## config.mk

```make
export PLATFORM = sky130hd
export DESIGN_NAME = rgmii_rx_frame_arbiter_flat
export DESIGN_NICKNAME = d
export VERILOG_FILES = /design/src/rtl/rgmii_rx_frame_arbiter_if.sv /design/src/rtl/rgmii_rx_frame_arbiter.sv /design/src/flat_wrapper.sv
export SDC_FILE = /design/constraint.sdc
export NUM_CORES = 1
export LEC_CHECK = 0
export BUFFER_PORTS_ARGS = -buffer_cell sky130_fd_sc_hd__buf_2
export CAP_MARGIN = 30
export CORE_UTILIZATION = 44
export CTS_BUF_LIST = sky130_fd_sc_hd__clkbuf_16
export DETAILED_ROUTE_END_ITERATION = 10
export GPL_ROUTABILITY_DRIVEN = 0
export PLACE_DENSITY = 0.76
export SLEW_MARGIN = 0
export SYNTH_ARGS = -nofsm -noshare
export SYNTH_HDL_FRONTEND = slang
export SYNTH_SLANG_ARGS = --single-unit
```

## constraint.sdc

```tcl
create_clock -name clock -period 1.7 [get_ports clock]
set_input_delay 0.255 -clock clock [delete_from_list [all_inputs] [get_ports clock]]
set_output_delay 0.255 -clock clock [all_outputs]
set_load 0.03 [all_outputs]
```

## src/rtl/rgmii_rx_frame_arbiter_if.sv

```systemverilog
//==============================================================================
// Module  : rgmii_rx_frame_arbiter_if
// Purpose : Per-port RGMII byte streams in, one arbitrated fabric stream out.
// Revision: 1.0
//==============================================================================
`default_nettype none

interface rgmii_rx_frame_arbiter_if #(
  parameter int NUM_PORTS = 4,
  parameter int PORT_W    = (NUM_PORTS > 1) ? $clog2(NUM_PORTS) : 1
);
  logic [9*NUM_PORTS-1:0] port_data;
  logic [NUM_PORTS-1:0]   port_valid;
  logic [NUM_PORTS-1:0]   port_last;
  logic [NUM_PORTS-1:0]   port_ready;
  logic [8:0]             arbitrated_data;
  logic                   arbitrated_valid;
  logic                   arbitrated_last;
  logic                   arbitrated_ready;
  logic [PORT_W-1:0]      arbitrated_port;
  logic                   frame_aborted;
  logic                   orphan_dropped;

  // The master side owns the receive ports and the downstream sink.
  modport master (
    output port_data, port_valid, port_last, arbitrated_ready,
    input  port_ready, arbitrated_data, arbitrated_valid, arbitrated_last,
    input  arbitrated_port, frame_aborted, orphan_dropped
  );

  modport slave (
    input  port_data, port_valid, port_last, arbitrated_ready,
    output port_ready, arbitrated_data, arbitrated_valid, arbitrated_last,
    output arbitrated_port, frame_aborted, orphan_dropped
  );
endinterface

`default_nettype wire

```

## src/rtl/rgmii_rx_frame_arbiter.sv

```systemverilog
//==============================================================================
// Module  : rgmii_rx_frame_arbiter
// Purpose : Round-robin, frame-boundary arbiter of RGMII RX streams onto one bus.
// Revision: 1.0
//==============================================================================
`default_nettype none

module rgmii_rx_frame_arbiter #(
  parameter int NUM_PORTS      = 4,
  parameter int TIMEOUT_CYCLES = 255
) (
  input wire logic                 clock,
  input wire logic                 reset_n,
  rgmii_rx_frame_arbiter_if.slave  bus
);
  localparam int PORT_W = (NUM_PORTS > 1) ? $clog2(NUM_PORTS) : 1;
  localparam logic [15:0] TIMEOUT_VAL = 16'(TIMEOUT_CYCLES);

  typedef enum logic [0:0] {
    S_IDLE     = 1'b0,
    S_TRANSFER = 1'b1
  } state_t;

  state_t              state, state_nx;
  logic [PORT_W-1:0]   grant, grant_nx;
  logic [PORT_W-1:0]   last_grant, last_grant_nx;
  logic [15:0]         idle_cnt, idle_cnt_nx;
  logic                first_done, first_done_nx;
  logic                aborted_q, aborted_nx;
  logic                orphan_q, orphan_nx;

  logic [NUM_PORTS-1:0] eligible;
  logic [NUM_PORTS-1:0] orphan;
  logic [NUM_PORTS-1:0] ready_c;
  logic [NUM_PORTS-1:0] sel_onehot;
  logic [8:0]           sel_data;
  logic                 sel_valid;
  logic                 sel_last;
  logic [PORT_W-1:0]    pick;
  logic                 xfer;
  logic                 restart;
  logic                 bad_first;

  for (genvar i = 0; i < NUM_PORTS; i++) begin : g_port
    assign eligible[i] = bus.port_valid[i] &  bus.port_data[9*i+8];
    assign orphan[i]   = bus.port_valid[i] & ~bus.port_data[9*i+8];
  end

  // Two-pass priority: first eligible above last_grant, otherwise wrap to lowest.
  always_comb begin
    logic             found_hi, found_any;
    logic [PORT_W-1:0] pick_hi, pick_any;
    found_hi  = 1'b0;
    found_any = 1'b0;
    pick_hi   = '0;
    pick_any  = '0;
    for (int i = 0; i < NUM_PORTS; i++) begin
      if (eligible[i] && !found_any) begin
        found_any = 1'b1;
        pick_any  = PORT_W'(i);
      end
      if (eligible[i] && (PORT_W'(i) > last_grant) && !found_hi) begin
        found_hi = 1'b1;
        pick_hi  = PORT_W'(i);
      end
    end
    pick = found_hi ? pick_hi : pick_any;
  end

  always_comb begin
    sel_data   = '0;
    sel_valid  = 1'b0;
    sel_last   = 1'b0;
    sel_onehot = '0;
    for (int i = 0; i < NUM_PORTS; i++) begin
      if (grant == PORT_W'(i)) begin
        sel_data      = bus.port_data[9*i +: 9];
        sel_valid     = bus.port_valid[i];
        sel_last      = bus.port_last[i];
        sel_onehot[i] = 1'b1;
      end
    end
  end

  always_comb begin
    state_nx      = state;
    grant_nx      = grant;
    last_grant_nx = last_grant;
    idle_cnt_nx   = idle_cnt;
    first_done_nx = first_done;
    aborted_nx    = 1'b0;
    orphan_nx     = 1'b0;
    ready_c       = '0;
    xfer          = 1'b0;
    restart       = 1'b0;
    bad_first     = 1'b0;
    bus.arbitrated_data  = '0;
    bus.arbitrated_valid = 1'b0;
    bus.arbitrated_last  = 1'b0;

    case (state)
      S_IDLE: begin
        ready_c       = orphan;
        orphan_nx     = |orphan;
        idle_cnt_nx   = '0;
        first_done_nx = 1'b0;
        if (|eligible) begin
          grant_nx = pick;
          state_nx = S_TRANSFER;
        end
      end

      S_TRANSFER: begin
        // A new first byte mid-frame, or a non-first byte opening the frame, is held back.
        restart   = sel_valid &  sel_data[8] &  first_done;
        bad_first = sel_valid & ~sel_data[8] & ~first_done;
        if (restart || bad_first) begin
          aborted_nx    = 1'b1;
          last_grant_nx = grant;
          idle_cnt_nx   = '0;
          state_nx      = S_IDLE;
        end else begin
          bus.arbitrated_data  = sel_data;
          bus.arbitrated_valid = sel_valid;
          bus.arbitrated_last  = sel_last;
          ready_c              = sel_onehot & {NUM_PORTS{bus.arbitrated_ready}};
          xfer                 = sel_valid & bus.arbitrated_ready;
          if (xfer) first_done_nx = 1'b1;
          if (sel_valid)                 idle_cnt_nx = '0;
          else if (idle_cnt != 16'hFFFF) idle_cnt_nx = idle_cnt + 16'd1;
          if (xfer && sel_last) begin
            last_grant_nx = grant;
            idle_cnt_nx   = '0;
            state_nx      = S_IDLE;
          end else if (idle_cnt == TIMEOUT_VAL) begin
            aborted_nx    = 1'b1;
            last_grant_nx = grant;
            idle_cnt_nx   = '0;
            state_nx      = S_IDLE;
          end
        end
      end

      default: state_nx = S_IDLE;
    endcase
  end

  always_ff @(posedge clock or negedge reset_n) begin
    if (!reset_n) begin
      state      <= S_IDLE;
      grant      <= '0;
      last_grant <= PORT_W'(NUM_PORTS - 1);
      idle_cnt   <= '0;
      first_done <= 1'b0;
      aborted_q  <= 1'b0;
      orphan_q   <= 1'b0;
    end else begin
      state      <= state_nx;
      grant      <= grant_nx;
      last_grant <= last_grant_nx;
      idle_cnt   <= idle_cnt_nx;
      first_done <= first_done_nx;
      aborted_q  <= aborted_nx;
      orphan_q   <= orphan_nx;
    end
  end

  // Orphan-drop ready is combinational from inputs, so it needs explicit gating in reset.
  assign bus.port_ready      = ready_c & {NUM_PORTS{reset_n}};
  assign bus.arbitrated_port = grant;
  assign bus.frame_aborted   = aborted_q;
  assign bus.orphan_dropped  = orphan_q;

endmodule

`default_nettype wire
```

## src/flat_wrapper.sv

```systemverilog
// flat-port wrapper written by rule: the top's interface ports become plain ports
module rgmii_rx_frame_arbiter_flat 
#(
  parameter int NUM_PORTS      = 4,
  parameter int TIMEOUT_CYCLES = 255
)
  (clock, reset_n, bus_port_data, bus_port_valid, bus_port_last, bus_arbitrated_ready, bus_port_ready, bus_arbitrated_data, bus_arbitrated_valid, bus_arbitrated_last, bus_arbitrated_port, bus_frame_aborted, bus_orphan_dropped);
  rgmii_rx_frame_arbiter_if #(.NUM_PORTS(NUM_PORTS)) bus_i ();
  input wire logic clock;
  input wire logic reset_n;
  input wire logic [$bits(bus_i.port_data)-1:0] bus_port_data;
  input wire logic [$bits(bus_i.port_valid)-1:0] bus_port_valid;
  input wire logic [$bits(bus_i.port_last)-1:0] bus_port_last;
  input wire logic [$bits(bus_i.arbitrated_ready)-1:0] bus_arbitrated_ready;
  output wire logic [$bits(bus_i.port_ready)-1:0] bus_port_ready;
  output wire logic [$bits(bus_i.arbitrated_data)-1:0] bus_arbitrated_data;
  output wire logic [$bits(bus_i.arbitrated_valid)-1:0] bus_arbitrated_valid;
  output wire logic [$bits(bus_i.arbitrated_last)-1:0] bus_arbitrated_last;
  output wire logic [$bits(bus_i.arbitrated_port)-1:0] bus_arbitrated_port;
  output wire logic [$bits(bus_i.frame_aborted)-1:0] bus_frame_aborted;
  output wire logic [$bits(bus_i.orphan_dropped)-1:0] bus_orphan_dropped;
  assign bus_i.port_data = bus_port_data;
  assign bus_i.port_valid = bus_port_valid;
  assign bus_i.port_last = bus_port_last;
  assign bus_i.arbitrated_ready = bus_arbitrated_ready;
  assign bus_port_ready = bus_i.port_ready;
  assign bus_arbitrated_data = bus_i.arbitrated_data;
  assign bus_arbitrated_valid = bus_i.arbitrated_valid;
  assign bus_arbitrated_last = bus_i.arbitrated_last;
  assign bus_arbitrated_port = bus_i.arbitrated_port;
  assign bus_frame_aborted = bus_i.frame_aborted;
  assign bus_orphan_dropped = bus_i.orphan_dropped;
  rgmii_rx_frame_arbiter #(.NUM_PORTS(NUM_PORTS), .TIMEOUT_CYCLES(TIMEOUT_CYCLES)) u_core (.clock(clock), .reset_n(reset_n), .bus(bus_i));
endmodule
```

Word level (Yosys, flattened, before mapping)
Index checks and enable logic that the tools add are counted.
Cells by class
  bitwise gates (word level): 22
  muxes and demuxes: 60
  reduce and logical (&&, ||, !) cells: 25
  $add $sub $neg: 1
  equal/unequal tests: 8
  order comparisons: 4
Operators by type and width (count)
  2-to-1 mux 16 bit: 5
  2-to-1 mux 9 bit: 6
  2-to-1 mux 1 bit: 36
  case mux 16 bit (2 select lines): 1
  adder 16 x 1 -> 16 bit (second input constant): 1
  equality test 16 x 8 -> 1 bit (second input constant): 1
  2-to-1 mux 2 bit: 8
  != test 16 bit (second input constant): 1
  bitwise AND 1 bit: 13
  logical AND 1 bit: 11
  bitwise AND 4 bit: 2
  case mux 4 bit (2 select lines): 1
  OR reduction 4 bit: 2
  inverter 1 bit: 7
  zero test 1 bit: 6
  != test 6 bit (second input constant): 1
  AND reduction 2 bit: 3
  equality test 2 bit (second input constant): 2
  > comparator 1 x 2 -> 1 bit (first input constant): 2
  > comparator 2 bit (first input constant): 2
  2-to-1 mux 4 bit: 1
  != test 2 bit (second input constant): 2
  case mux 1 bit (2 select lines): 2
  nonzero test 3 bit: 1
  other kinds (3): 3
Word-level totals
  flip-flop bits (word level): 24

Depth between registers and ports, before layout
  word-level depth: 13
  depth in mapped cells: 7
  gate-level depth less buffers: 6

Worst setup path after synthesis
No wires, ideal clock.
  path kind: reg2out
  start point: reg u_core.grant[1] (netlist: u_core.bus.arbitrated_port[1])
  end point: out bus_port_ready[1]
  setup slack: -0.795 ns
  buffers on the path: 2
  arrival: 2.240 ns
  cell stages (with the launch flop): 7
  path through: dfrtp_1 buf_6 mux4_2 xor2_2 o21ai_2 buf_6 o22ai_1
On the way
  longest elaborated chain between the ends: 12
  elaborated cells on any way between the ends: 23
  classes of those cells: eq/ne (3); mux (11); bitwise (7); reduce/logical (2)
RTL lines
  from (decl): line rgmii_rx_frame_arbiter.sv:25  | logic [PORT_W-1:0] grant, grant_nx;
  from (signal assigned): line rgmii_rx_frame_arbiter.sv:159  | grant <= grant_nx;
  zero test 2 bit: line rgmii_rx_frame_arbiter.sv:76  | if (grant == PORT_W'(i)) begin
  2-to-1 mux 9 bit (4 in series): line rgmii_rx_frame_arbiter.sv:76
  inverter 1 bit: line rgmii_rx_frame_arbiter.sv:116  | bad_first = sel_valid & ~sel_data[8] & ~first_done;
  bitwise AND 1 bit (2 in series): line rgmii_rx_frame_arbiter.sv:116
  logical OR 1 bit: line rgmii_rx_frame_arbiter.sv:117  | if (restart || bad_first) begin
  2-to-1 mux 4 bit (*): line rgmii_rx_frame_arbiter.sv:117
  case mux 4 bit (2 select lines) (*): line rgmii_rx_frame_arbiter.sv:101  | case (state)
  bitwise AND 4 bit (*): line rgmii_rx_frame_arbiter.sv:169  | assign bus.port_ready = ready_c & {NUM_PORTS{reset_n}};
  to (decl): line flat_wrapper.sv:15  | output wire logic [$bits(bus_i.port_ready)-1:0] bus_port_ready;
Every way passes the cells marked *; elsewhere a longest branch is shown, timed or not.

Final worst setup path
Ends and elaborated chain as after synthesis.

==> results_dict.tcl <==
set metrics [dict create \
    status "finished with violations" \
    violations "negative setup slack" \
    finalPower_uw 4630 \
    fin_util 0.760 \
    port_buffers 65 \
    end_kind "output pin" \
    hp-class "input pin to async pin" \
    synth_top_area_frac 0.317 \
    crit_top_cell "buf_6" \
    syn_nets 225 \
    cts_buffers 3 \
    drt_pass1_iterations 4 \
    synthArstFlopShare 1.00 \
    synth.avg_cell_area_sq_um 9.83 \
    syn_to_final_growth_pct 62.3 \
    dp.cells 319 \
    ys_seq_area_frac 0.347 \
    critPathBufInv 2 \
    max_stage_delay_ns 0.56 \
    drc 0 \
    h-tree-depth 1 \
    drv_slew 0 \
    dp_hpwl_mm 3.66 \
    required_ns 1.44 \
    cts_hold_buf 0 \
    grt_pass1_wl_mm 8.06 \
    fin_skew_ns 0.00202 \
    fin_cells 332 \
    finalWorstSetupSlack_ns -0.574 \
    slew_headroom 0.721 \
    core.rowCount 22 \
    max_cap_violations 0 \
    drive_gt1_frac 0.588 \
    max_freq_ghz 0.440 \
    ir_worst_vdd_mv 1.19 \
    synth_common_cells "dfrtp_1, nor2_1, nand2_1, a21oi_1, nand3_1" \
    critPathSlowestCell "mux4_2" \
    synthesis.area_sq_mm 0.00174 \
    overflow 0 \
    hold_viol 0 \
    crit_path_max_fanout 6 \
    post_drt_wl_per_cell_um 16.3 \
    grtUsageTotal 0.251 \
    die_height_um 64.9 \
    ys_types 45 \
    vias_per_cell 5.68 \
    synth-edff-count 0 \
    ys_ff_latch 24 \
    grt_max_degree 25 \
    yosys_warnings 0 \
    powerDensity_mw_per_mm2 1640 \
    wirelength_mm 5.40 \
    nFillCells 232 \
    start_kind "flip-flop" \
    die_w_um 64.9 \
    drtAntennaViolNets 0 \
    synth.area.top_cells "dfrtp_1, mux4_2, nor2b_1, a21oi_1, nor2_1" \
    diodes 0 \
    yosys_most_used_dff "dfrtp_1" \
    start_util 0.468 \
    insertion_delay_ns 0.26 \
    rsz0062_at_grt "true" \
    tritoncts "built" \
    synth_most_common_cell "dfrtp_1" \
    design.core.area_sq_mm 0.00372 \
    io-pin-count 66 \
    postSynthCellCount 177 \
    fin_nets 333 \
    crit_path_cell_trace "mux4_2 -> xor2_4 -> o21ai_4 -> buf_6 -> o22ai_4 -> buf_6" \
    crit_family "multiplexers" \
    ctsLongestPathBuffers 2 \
    cts-root-buf "clkbuf_16" \
    worstSetupPathType "flip-flop to output pin" \
    worstMarginPinSlew_ns 0.419 \
    yosysTopAreaCell "dfrtp_1" \
    crit_arrival_ns 2.02 \
    vias 1885 \
    antenna_found_initial 0 \
    path_clk_slew_ns 0.06 \
    fin_crit_sh 1.34 \
    leakagePower_uw 0.00127 \
    dieArea_sq_mm 0.00421 \
    min_period_ns 2.27 \
    dr.first_iter.drc_count 102 \
    setup_viol 19 \
    cts_sinks 24 \
    first_global_vias 1739 \
]
[worst reg2reg max path, cell delays in order (launching register included)]
cell and delay (ns):
dfrtp_2 0.41, buf_4 0.14, buf_6 0.13, buf_12 0.14
mux4_2 0.36, nand3_4 0.13, nand2_4 0.07, o21ai_4 0.20
mux2_4 0.32
[cell usage in the layout (no fill, tap or decap), types with 3 or more instances in the layout]
cell	instances
buf_2	57
buf_4	36
dfrtp_1	17
buf_6	16
nor2_1	13
nand2_1	13
a21oi_1	12
mux4_2	11
nand3_1	9
nor2b_4	6
nand2b_1	5
xor2_1	5
dfrtp_2	5
o22ai_4	4
nand4_1	4
mux2_4	3
and3_1	3
o21ai_0	3
a31oi_1	3
xnor2_1	3
clkbuf_16	3
[cell families (layout without fill, tap and decap cells)]
| family | after synthesis | after routing | synth area share |
|---|---|---|---|
| compound gates | 34 | 34 | 0.124 |
| mux | 18 | 18 | 0.188 |
| buf+inv | 10 | 117 | 0.0331 |
| flops | 24 | 24 | 0.347 |
| fa+ha+maj | 1 | 1 | 0.00719 |
| xor+xnor | 9 | 9 | 0.0496 |
| simple gates | 81 | 81 | 0.252 |
[layout make-up]
| type | count | area [sq um] | area share |
|---|---|---|---|
| clock buffer | 3 | 75.1 | 0.0266 |
| clock inverter | 1 | 3.75 | 0.00133 |
| inverter | 2 | 7.51 | 0.00266 |
| multi-input combinational | 143 | 1290 | 0.457 |
| sequential | 24 | 609 | 0.216 |
| tap | 48 | 60.1 | 0.0213 |
| timing repair buffer | 111 | 776 | 0.275 |
[layer usage]
layer	GRT usage	vias to the layer above	wire length, um
met4	0.0806	0	106
li1	-	879	-
met2	0.423	55	2840
met3	0.0511	14	242
met5	0	-	0
met1	0.320	937	2210
[sequential cells by signal, indices dropped and copies added (netlist names)]
name	flops
u_core.first_done	1
u_core.bus.frame_aborted	1
u_core.state	1
u_core.last_grant	2
u_core.idle_cnt	16
u_core.bus.arbitrated_port	2
u_core.bus.orphan_dropped	1
[where the power goes]
part           total [uW]  switching, uW  internal [uW]
Combinational        3310           1650           1660
Sequential            809            109            701
Clock                 510            195            314
[stage by stage]
step | TNS (ns) | setup WS, ns | hold WS, ns | instance area [sq um]
after CTS | -8.68 | -0.571 | 0.0951 | 2690
final | -8.84 | -0.574 | 0.0927 | 2820
after global placement | -4.64 | -0.323 | 0.363 | 2500
after detailed placement | -5.34 | -0.365 | 0.367 | 2500
after global routing | -10.69 | -0.647 | 0.124 | 2820
after floorplan | -7.42 | -0.483 | -0.0406 | 1880
[worst paths after layout]
kind	from	end	slack, ns	depth (start not counted)
setup reg to reg	u_core.bus.arbitrated_port[1]	u_core.last_grant[1]	-0.25	8
max in group asynchronous	reset_n	u_core.last_grant[1]	1.32	2
min in group clock	bus_arbitrated_ready	u_core.first_done	0.39	3
hold reg to reg	u_core.idle_cnt[12]	u_core.idle_cnt[12]	0.55	1
hold / removal	reset_n	u_core.idle_cnt[5]	0.09	2
setup / recovery	u_core.bus.arbitrated_port[1]	bus_port_ready[1]	-0.57	6
[timing repair]
action	in CTS	in global routing
pin swaps	3	4
resized for setup	26	24
endpoints found under the setup margin	21	33
gates cloned	0	1
buffers inserted	4	6
No activity file was read; power rests on OpenSTA's default activity.
